File: src/rtl/demux2_4_if.sv
// -----------------------------------------------------------------------------
// demux2_4_if
// Bundle for the demux2_4_reg valid/ready paths: one input stream and two
// output streams (A and B).
//
//   master : the environment side (drives the input word and the sink readies)
//   slave  : the demultiplexer side (drives in_ready and both output streams)
//
// Signals
//   in_data  [WIDTH]  input word
//   in_sel            destination select, 0 = A, 1 = B
//   in_valid          input word present
//   in_ready          demux can accept the offered word this cycle
//   a_data   [WIDTH]  output A word,  a_valid / a_ready handshake
//   b_data   [WIDTH]  output B word,  b_valid / b_ready handshake
// -----------------------------------------------------------------------------
interface demux2_4_if #(
   parameter int WIDTH = 4
);
   logic [WIDTH-1:0] in_data;
   logic             in_sel;
   logic             in_valid;
   logic             in_ready;

   logic [WIDTH-1:0] a_data;
   logic             a_valid;
   logic             a_ready;

   logic [WIDTH-1:0] b_data;
   logic             b_valid;
   logic             b_ready;

   modport master (
      output in_data, in_sel, in_valid, a_ready, b_ready,
      input  in_ready, a_data, a_valid, b_data, b_valid
   );

   modport slave (
      input  in_data, in_sel, in_valid, a_ready, b_ready,
      output in_ready, a_data, a_valid, b_data, b_valid
   );
endinterface

File: src/rtl/demux2_4_reg.sv
// -----------------------------------------------------------------------------
// demux2_4_reg
// Registered 1-to-2 demultiplexer. Each accepted input word is steered by
// in_sel into a one-entry output register for sink A (in_sel=0) or sink B
// (in_sel=1). The two output registers are independent, so a stalled sink on
// one side never blocks traffic headed to the other side. A word appears on
// its output exactly one clock after the input handshake, and each output
// sustains one word per clock (drain and reload in the same cycle).
//
// Ports
//   clk       rising-edge clock
//   reset     synchronous, active-high reset
//   bus       demux2_4_if.slave: in_* input stream, a_* / b_* output streams
//   count_a   [CNT_W] completed A handshakes (DEMUX_COUNT_EN builds only)
//   count_b   [CNT_W] completed B handshakes (DEMUX_COUNT_EN builds only)
//
// Build option
//   DEMUX_COUNT_EN : when defined, adds the wrapping per-output handshake
//                    counters and their ports. Otherwise they are absent and
//                    the datapath is unchanged.
// -----------------------------------------------------------------------------
module demux2_4_reg #(
   parameter int WIDTH = 4,
   parameter int CNT_W = 8
) (
   input  logic             clk,
   input  logic             reset,
   demux2_4_if.slave        bus
`ifdef DEMUX_COUNT_EN
   ,
   output logic [CNT_W-1:0] count_a,
   output logic [CNT_W-1:0] count_b
`endif
);

   // Per-output occupancy; the state bit itself is the registered x_valid.
   typedef enum logic {
      ST_EMPTY = 1'b0,
      ST_FULL  = 1'b1
   } state_e;

   // Channel index 0 = A, 1 = B.
   logic [1:0]       ready_vec;
   logic [1:0]       space_vec;
   logic [1:0]       valid_vec;
   logic [1:0]       load_vec;
   logic [WIDTH-1:0] data_vec [2];
   logic             in_ready_int;
   logic             accept;

   assign ready_vec = {bus.b_ready, bus.a_ready};

   // in_ready looks only at the selected channel's space; in_valid is not
   // involved, so the source may use in_ready to decide whether to offer.
   assign in_ready_int = !reset && (bus.in_sel ? space_vec[1] : space_vec[0]);
   assign accept       = bus.in_valid && in_ready_int;

   // Only the selected channel sees a load; the other is left untouched.
   assign load_vec = {accept && bus.in_sel, accept && !bus.in_sel};

   generate
      for (genvar gi = 0; gi < 2; gi++) begin : g_ch
         state_e           state_q;
         state_e           state_d;
         logic [WIDTH-1:0] data_q;
         logic [WIDTH-1:0] data_d;
         logic             drain;

         assign drain = (state_q == ST_FULL) && ready_vec[gi];

         // A load wins over a drain: draining and reloading in one cycle
         // keeps the register FULL with the new word. Data is only written
         // on a load so it keeps its last value while EMPTY.
         always_comb begin
            state_d = state_q;
            data_d  = data_q;
            if (load_vec[gi]) begin
               state_d = ST_FULL;
               data_d  = bus.in_data;
            end else if (drain) begin
               state_d = ST_EMPTY;
            end
         end

         always_ff @(posedge clk) begin
            if (reset) begin
               state_q <= ST_EMPTY;
               data_q  <= '0;
            end else begin
               state_q <= state_d;
               data_q  <= data_d;
            end
         end

         assign space_vec[gi] = (state_q == ST_EMPTY) || ready_vec[gi];
         assign valid_vec[gi] = (state_q == ST_FULL);
         assign data_vec[gi]  = data_q;

`ifdef DEMUX_COUNT_EN
         logic [CNT_W-1:0] cnt_q;
         logic [CNT_W-1:0] cnt_d;

         // Counts completed output handshakes; wraps naturally at 2^CNT_W.
         always_comb begin
            cnt_d = cnt_q;
            if (drain) begin
               cnt_d = cnt_q + CNT_W'(1);
            end
         end

         always_ff @(posedge clk) begin
            if (reset) begin
               cnt_q <= '0;
            end else begin
               cnt_q <= cnt_d;
            end
         end
`endif
      end
   endgenerate

   assign bus.in_ready = in_ready_int;
   assign bus.a_valid  = valid_vec[0];
   assign bus.a_data   = data_vec[0];
   assign bus.b_valid  = valid_vec[1];
   assign bus.b_data   = data_vec[1];

`ifdef DEMUX_COUNT_EN
   assign count_a = g_ch[0].cnt_q;
   assign count_b = g_ch[1].cnt_q;
`endif

endmodule

File: src/flat_wrapper.sv
// flat-port wrapper written by rule: the top's interface ports become plain ports
module demux2_4_reg_flat 
#(
   parameter int WIDTH = 4,
   parameter int CNT_W = 8
)
  (clk, reset, bus_in_data, bus_in_sel, bus_in_valid, bus_a_ready, bus_b_ready, bus_in_ready, bus_a_data, bus_a_valid, bus_b_data, bus_b_valid);
  demux2_4_if #(.WIDTH(WIDTH)) bus_i ();
  input  logic clk;
  input  logic reset;
  input wire logic [$bits(bus_i.in_data)-1:0] bus_in_data;
  input wire logic [$bits(bus_i.in_sel)-1:0] bus_in_sel;
  input wire logic [$bits(bus_i.in_valid)-1:0] bus_in_valid;
  input wire logic [$bits(bus_i.a_ready)-1:0] bus_a_ready;
  input wire logic [$bits(bus_i.b_ready)-1:0] bus_b_ready;
  output wire logic [$bits(bus_i.in_ready)-1:0] bus_in_ready;
  output wire logic [$bits(bus_i.a_data)-1:0] bus_a_data;
  output wire logic [$bits(bus_i.a_valid)-1:0] bus_a_valid;
  output wire logic [$bits(bus_i.b_data)-1:0] bus_b_data;
  output wire logic [$bits(bus_i.b_valid)-1:0] bus_b_valid;
  assign bus_i.in_data = bus_in_data;
  assign bus_i.in_sel = bus_in_sel;
  assign bus_i.in_valid = bus_in_valid;
  assign bus_i.a_ready = bus_a_ready;
  assign bus_i.b_ready = bus_b_ready;
  assign bus_in_ready = bus_i.in_ready;
  assign bus_a_data = bus_i.a_data;
  assign bus_a_valid = bus_i.a_valid;
  assign bus_b_data = bus_i.b_data;
  assign bus_b_valid = bus_i.b_valid;
  demux2_4_reg #(.WIDTH(WIDTH), .CNT_W(CNT_W)) u_core (.clk(clk), .reset(reset), .bus(bus_i));
endmodule
File: config.mk
export PLATFORM = sky130hd
export DESIGN_NAME = demux2_4_reg_flat
export DESIGN_NICKNAME = d
export VERILOG_FILES = /design/src/rtl/demux2_4_if.sv /design/src/rtl/demux2_4_reg.sv /design/src/flat_wrapper.sv
export SDC_FILE = /design/constraint.sdc
export NUM_CORES = 1
export LEC_CHECK = 0
export CAP_MARGIN = 20
export CORE_UTILIZATION = 34
export DETAILED_ROUTE_END_ITERATION = 10
export PLACE_DENSITY = 0.76
export SYNTH_ARGS = -nofsm -noshare
export SYNTH_HDL_FRONTEND = slang
export SYNTH_SLANG_ARGS = --single-unit
File: constraint.sdc
create_clock -name clk -period 1.05 [get_ports clk]
set_clock_uncertainty 0.1 [all_clocks]
set_input_delay 0.105 -clock clk [delete_from_list [all_inputs] [get_ports clk]]
set_output_delay 0.105 -clock clk [all_outputs]
set_load 0.005 [all_outputs]
### Yosys cells after proc, flatten, opt, wreduce, memory -nomap -nowiden

Index checks and enable logic that the tools add are counted.

* register bits after elaboration: 10
* output and inout port bits: 11
* logic and storage cells: 23
* input port bits: 10

* bitwise logic cells: 2
* mux-type cells: 5
* reduce and logical (&&, ||, !) cells: 12

Operators with widths (count)
* $logic_and 1x1->1: 6
* $mux 1: 5
* $reduce_bool 2->1: 2
* $logic_not 1->1: 2
* $logic_or 1x1->1: 2
* $not 1->1: 2

### Longest topological paths before layout

Gate-level depths: netlist of run 1.

* depth in word-level cells: 7
* depth in mapped cells: 3
* depth with buffers taken out: 3

### Worst setup path after synthesis of run 1

No wires, ideal clock.

* kind: register to register
* start: register u_core.g_ch[1].state_q, in the netlist u_core.bus.b_valid
* end: register u_core.g_ch[1].data_q[0], in the netlist u_core.bus.b_data[0]
* library setup time: 121 ps
* stages on the path, launching flop included: 4
* data arrival time: 913 ps
* required time: 829 ps
* buffers on the path: 0
* period minus slack after synthesis: 1134 ps
* slack: -84 ps
* path through: dfxtp_1 > and2b_4 > nand2b_4 > mux2_4

* word-level cells in the longest chain between the ends: 6

Ends and longest elaborated chain
* start, declared: RTL line demux2_4_reg.sv:63 `state_e state_q;`
* start signal, assigned: RTL line demux2_4_reg.sv:90 `state_q <= state_d;`
* $not 1->1: RTL line demux2_4_reg.sv:95 `assign space_vec[gi] = (state_q == ST_EMPTY) || ready_vec[gi];`
* $logic_or 1x1->1: RTL line demux2_4_reg.sv:95
* $mux 1: RTL line demux2_4_reg.sv:55 `assign in_ready_int = !reset && (bus.in_sel ? space_vec[1] : space_vec[0]);`
* $logic_and 1x1->1: RTL line demux2_4_reg.sv:55
* $logic_and 1x1->1: RTL line demux2_4_reg.sv:56 `assign accept = bus.in_valid && in_ready_int;`
* $logic_and 1x1->1: RTL line demux2_4_reg.sv:59 `assign load_vec = {accept && bus.in_sel, accept && !bus.in_sel};`
* end signal, assigned: RTL line demux2_4_reg.sv:91 `data_q <= data_d;`
* end, declared: RTL line demux2_4_reg.sv:65 `logic [WIDTH-1:0] data_q;`

No other way between the ends.
A chain may end at the register's enable or synchronous reset.

### Worst setup path in the final report of run 1

Same ends and word-level chain as after synthesis.

==> results.json, run 1 <==
{
  "seq_power_share_pct": 45.8,
  "cp.required_ps": 1100,
  "cts_max_path_buffers": 2,
  "leakage_uw": 0.000354,
  "synth-adder-area-share_pct": 0,
  "vias": 364,
  "final-setup-viol-count": 9,
  "fin_crit_ps": 1280,
  "switchingPower_uw": 187,
  "relSlewSlack_pct": 82.2,
  "crit_path_end_kind": "flip-flop",
  "yosysTopAreaCellShare_pct": 45.2,
  "drt-initial-drc-count": 0,
  "core_mm2": 0.00116,
  "avgSynthCellArea_um2": 11.7,
  "ys_ff_latch": 10,
  "postCtsHoldBufs": 0,
  "ys_types": 15,
  "drive_gt1_share_pct": 52.3,
  "syn_inst": 38,
  "post-dp-hpwl_um": 663,
  "cap_violations": 0,
  "post_cts_buffers": 0,
  "wl_per_cell_um": 12.4,
  "n_antenna_cell": 0,
  "die_w_um": 38.1,
  "intPower_uw": 714,
  "dr.pass1.iters": 1,
  "r2r_end": "u_core.bus.b_data[0]",
  "cp-start-kind": "flip-flop",
  "min_period_over_period_pct": 122,
  "r2r-start": "u_core.bus.b_valid",
  "gp_congestion": 0.674,
  "drc": 0,
  "vdd_drop_max_mv": 0.958,
  "place_inst": 75,
  "hold_depth": 4,
  "finalSetupTns_ps": -1540,
  "rows": 12,
  "hold-path-endpoint": "u_core.bus.b_valid",
  "p_comb_share_pct": 17.2,
  "drt-total-wl_um": 977,
  "final_antenna_net_count": 0,
  "numClockSinks": 10,
  "synth_top_family_by_area": "simple AND/OR/NAND/NOR gates",
  "stdcell_count": 79,
  "fin_ws_ps": -229,
  "start_util_pct": 38.3,
  "synth_area_um2": 443,
  "synth_nets": 48,
  "synth-seq-area-share_pct": 45.2,
  "n_fill_cell": 96,
  "reg2regPathDepth": 4,
  "cts_tree": "built",
  "r2r_slack_ps": -230,
  "ctsRootBufferMaster": "clkbuf_4",
  "final_nets": 76,
  "area_delta_synth_final_pct": 72.3,
  "violations": "setup timing",
  "antenna_found_initial": 0,
  "ioPinCount": 21,
  "synthTopCellsByArea": "dfxtp_1 45%, mux2_4 14%, nor2b_1 11%, mux2_2 7.6%, nand2b_4 3.1%",
  "cts_buffers": 3,
  "yosys.area.top_type": "dfxtp_1",
  "clockPowerShare_pct": 37.0,
  "io_buffers": 20,
  "hold_viol_final": 0,
  "clk_latency_ps": 260,
  "die_area_mm2": 0.00145,
  "synth_xor_area_share_pct": 0,
  "final_cell_mix": "8 x nor2b_1, 8 x mux2_4, 7 x dfxtp_2",
  "min-delay-start": "bus_in_valid",
  "cp.arrival_ps": 1330,
  "synthMuxAreaShare_pct": 23.7,
  "switching_share_pct": 20.8,
  "min_path_type": "primary input to flip-flop",
  "finalMaxSlewViolations": 0,
  "die_h_um": 38.1,
  "ys_warn_count": 0,
  "status": "finished, violations left",
  "path_clk_slew_ps": 60,
  "power_density_mw_per_mm2": 1180,
  "grt_pass1_vias": 356,
  "critical_path_class": "flip-flop to flip-flop",
  "grtUsageTotal_pct": 16.9,
  "grt_pass1_wl_um": 1590,
  "htreeDepth": 1,
  "rsz0062_at_grt": "true",
  "viasPerCell": 4.61,
  "fmaxAchievable_mhz": 782,
  "synth-compound-area-share_pct": 2.82,
  "crit_fanout": 4,
  "grt-ovfl-total": 0,
  "grt_max_degree": 11,
  "yosys.area_share.simple_pct": 27.1,
  "worst_pin_slew_ps": 266
}
-- stage by stage --
stage | area, µm² | total power [µW] | util, % | setup WS [ps] | hold slack (ps)
4_1_cts | 751 | 908 | 64.9 | -242 | 323
3_5_place_dp | 703 | 577 | 60.8 | -657 | 501
3_3_place_gp | 703 | 575 | 60.8 | -642 | 493
5_1_grt | 763 | 962 | 66.0 | -261 | 339
6_report | 763 | 902 | 66.0 | -229 | 334
2_1_floorplan | 460 | 481 | - | -77.8 | 148
-- worst max-delay path, stage by stage (launching register included) --
cell and delay (ps):
dfxtp_2 320, and2b_4 160, buf_4 130, nand2b_4 170, mux2_4 300
-- how the worst max path moves through the flow --
stage                                   from                   end  cells past startpoint
after floorplan           u_core.bus.b_valid  u_core.bus.b_data[0]                      3
after global placement           bus_b_ready          bus_in_ready                      4
after detailed placement         bus_b_ready          bus_in_ready                      4
after CTS                 u_core.bus.b_valid          bus_in_ready                      3
after global routing      u_core.bus.b_valid  u_core.bus.b_data[1]                      4
final                     u_core.bus.b_valid  u_core.bus.b_data[0]                      4
-- cell usage after synthesis --
cell      number
mux2_2         3
mux2_1         1
nor2_1         3
nand2b_1       1
nand2_2        1
and2b_4        1
nor3b_2        1
a211oi_1       1
mux2_4         4
a21oi_1        1
and3b_2        1
nor2b_1        8
dfxtp_1       10
nand2b_4       1
buf_2          1
-- registers in the layout, summed over array words and instances (netlist names) --
name and flops:
u_core.bus.a_valid 1, u_core.bus.b_data 4, u_core.bus.b_valid 1, u_core.bus.a_data 4
-- power groups by stage --
stage | registers (µW) | clock network (µW) | logic [µW]
floorplan | 419 | 0 | 61.8
global placement | 418 | 0 | 158
detailed placement | 417 | 0 | 160
CTS | 410 | 346 | 151
global route | 414 | 382 | 166
finish | 413 | 334 | 155
-- repair_timing --
item                                    in CTS  in global routing
hold endpoints to repair                     0                  0
pin swaps                                    2                  1
gates resized for setup                     23                 16
endpoints found under the setup margin      20                 19
-- cells by family after synthesis --
logic type / Yosys count
flops: 10
simple gates: 17
buf+inv: 1
mux: 8
compound gates: 2
-- area by class of cell --
cell class	instances	area [µm²]	share of cell area, %
Multi-Input combinational cell	27	288	37.7
Tap cell	14	17.5	2.30
Timing Repair Buffer	24	213	27.9
Clock buffer	4	36.3	4.75
Sequential cell	10	209	27.4
-- routing by layer --
metal  track usage, %  vias to the layer above  wire, µm
li1                 -                      183         -
met1             19.4                      165       415
met2             25.4                       14       496
met3             8.72                        2        57
met4             8.04                        0         8
met5                0                        -         0
Power figures use the tool's default switching activity.
==> inputs of run 2 (changes only) <==
--- a/config.mk
+++ b/config.mk
@@ -9,6 +9,7 @@
 export CORE_UTILIZATION = 34
 export DETAILED_ROUTE_END_ITERATION = 10
 export PLACE_DENSITY = 0.76
+export REMOVE_ABC_BUFFERS = 1
 export SYNTH_ARGS = -nofsm -noshare
 export SYNTH_HDL_FRONTEND = slang
 export SYNTH_SLANG_ARGS = --single-unit
==> results.json, run 2 (synthesis gave the netlist of run 1 again) <==
{
  "grt_max_degree": 11,
  "status": "finished, violations left",
  "drt-total-wl_um": 912,
  "slowest_stage": "dfxtp_2",
  "grtUsageMet3_pct": 5.23,
  "postCtsHoldBufs": 0,
  "core_mm2": 0.00116,
  "vdd_drop_max_mv": 0.720,
  "ioPinCount": 21,
  "cp.arrival_ps": 1310,
  "grt-ovfl-total": 0,
  "die_h_um": 38.1,
  "viasPerCell": 4.54,
  "n_fill_cell": 99,
  "dr.pass1.iters": 1,
  "rsz0062_at_grt": "true",
  "vias": 359,
  "slowest_delay_ps": 320,
  "ctsRootBufferMaster": "clkbuf_4",
  "n_antenna_cell": 0,
  "fin_ws_ps": -210,
  "hold_viol_final": 0,
  "grt_pass1_wl_um": 1610,
  "grt_use_met1_pct": 19.5,
  "cts_max_path_buffers": 2,
  "final_cell_mix": "8 x nor2b_1, 8 x mux2_4, 6 x clkdlybuf4s50_1, 6 x dfxtp_2",
  "clk_latency_ps": 260,
  "post-dp-hpwl_um": 629,
  "dpl_cell_area_um2": 686,
  "area_delta_synth_final_pct": 71.2,
  "violations": "setup timing",
  "antenna_found_initial": 0,
  "switchingPower_uw": 191,
  "final-setup-viol-count": 9,
  "crit_family": "flip-flops",
  "htreeDepth": 1,
  "clockPowerShare_pct": 37.6,
  "grtUsageTotal_pct": 17.1,
  "min_path_type": "primary input to flip-flop",
  "place_inst": 75,
  "io_buffers": 20,
  "cp-start-kind": "flip-flop",
  "start_util_pct": 38.3,
  "worst_pin_slew_ps": 282,
  "die_w_um": 38.1,
  "power_density_mw_per_mm2": 1190,
  "crit_path_end_kind": "flip-flop",
  "path_clk_slew_ps": 70,
  "leakage_uw": 0.000357,
  "critPathBufInv": 1,
  "crit_chain": "and2b_4 > buf_6 > nand2b_4 > mux2_4",
  "numClockSinks": 10,
  "stdcell_area_um2": 758,
  "cts_buffers": 3,
  "final_antenna_net_count": 0,
  "switching_share_pct": 21.1,
  "cap_violations": 0,
  "wl_per_cell_um": 11.5,
  "drc": 0,
  "drive_gt1_share_pct": 50.8,
  "die_area_mm2": 0.00145,
  "fin_crit_ps": 1260,
  "stdcell_count": 79,
  "gp_congestion": 0.601,
  "p_comb_share_pct": 16.9,
  "critical_path_class": "flip-flop to flip-flop",
  "rows": 12,
  "intPower_uw": 713,
  "grt_pass1_vias": 370,
  "cp.required_ps": 1100,
  "crit_fanout": 4,
  "seq_power_share_pct": 45.4,
  "cts_tree": "built",
  "min_period_over_period_pct": 120,
  "globalRoute.busiestLayer": "met2",
  "relSlewSlack_pct": 81.2,
  "final_nets": 76,
  "drt-initial-drc-count": 0,
  "grtUsageMet2_pct": 27.5,
  "fmaxAchievable_mhz": 794,
  "finalMaxSlewViolations": 0
}
==> run 2: changes by cell type in the layout (fill, tap and decap cells not counted), sizes merged <==
cell	change
clkbuf	+1
clkdlybuf4s15	-1
==> run 2: power by group through the flow <==
stage / Clock, µW / Sequential (µW) / Combinational [µW]
floorplan: 0 / 419 / 50.1
global placement: 0 / 416 / 150
detailed placement: 0 / 417 / 152
CTS: 356 / 410 / 152
global route: 381 / 414 / 166
finish: 340 / 411 / 153
==> run 2: cell type report <==
type / count / area, µm² / share of cell area [%]
sequential: 10 / 208 / 27.4
multi-input combinational: 27 / 285 / 37.6
timing repair buffer: 24 / 211 / 27.9
tap: 14 / 17.5 / 2.31
clock buffer: 4 / 36.3 / 4.79
==> run 2: final timing paths <==
check,slack (ps),from,depth (start not counted),to
worst min-delay path,230,bus_in_sel,5,u_core.bus.a_valid
worst max-delay path,-210,u_core.bus.b_valid,4,u_core.bus.b_data[1]
worst max register to register,-210,u_core.bus.b_valid,4,u_core.bus.b_data[1]
worst min register to register,500,u_core.bus.a_valid,3,u_core.bus.a_valid
==> run 2: worst min-delay path, cell delays in order <==
cell and delay, ps:
clkbuf_2 110, buf_4 130, nor3b_4 50, nand2_8 90
a21oi_1 60
==> run 2: metrics by stage <==
step                      TNS, ps  power, µW  hold slack, ps  utilization, %  worst slack, ps
after global placement      -5080        567             471            59.3             -615
after CTS                   -1440        918             323            65.4             -249
after detailed placement    -5190        569             489            59.3             -630
final                       -1220        904             234            65.6             -210
after floorplan              -395        469            74.1               -            -83.8
after global routing        -1540        960             243            65.6             -241
==> run 2: metal layers <==
layer / part of all wire [%] / routed length [µm]
met2: 45 / 414
met3: 7.5 / 68
met4: 1.6 / 15
met5: 0 / 0
met1: 45 / 414
==> run 2: timing repair <==
action | CTS | global route
gates cloned | 0 | 0
buffers inserted | 0 | 0
resized for setup | 33 | 12
pin swaps | 2 | 3
endpoints found under the hold margin | 0 | 0
endpoints found under the setup margin | 20 | 18
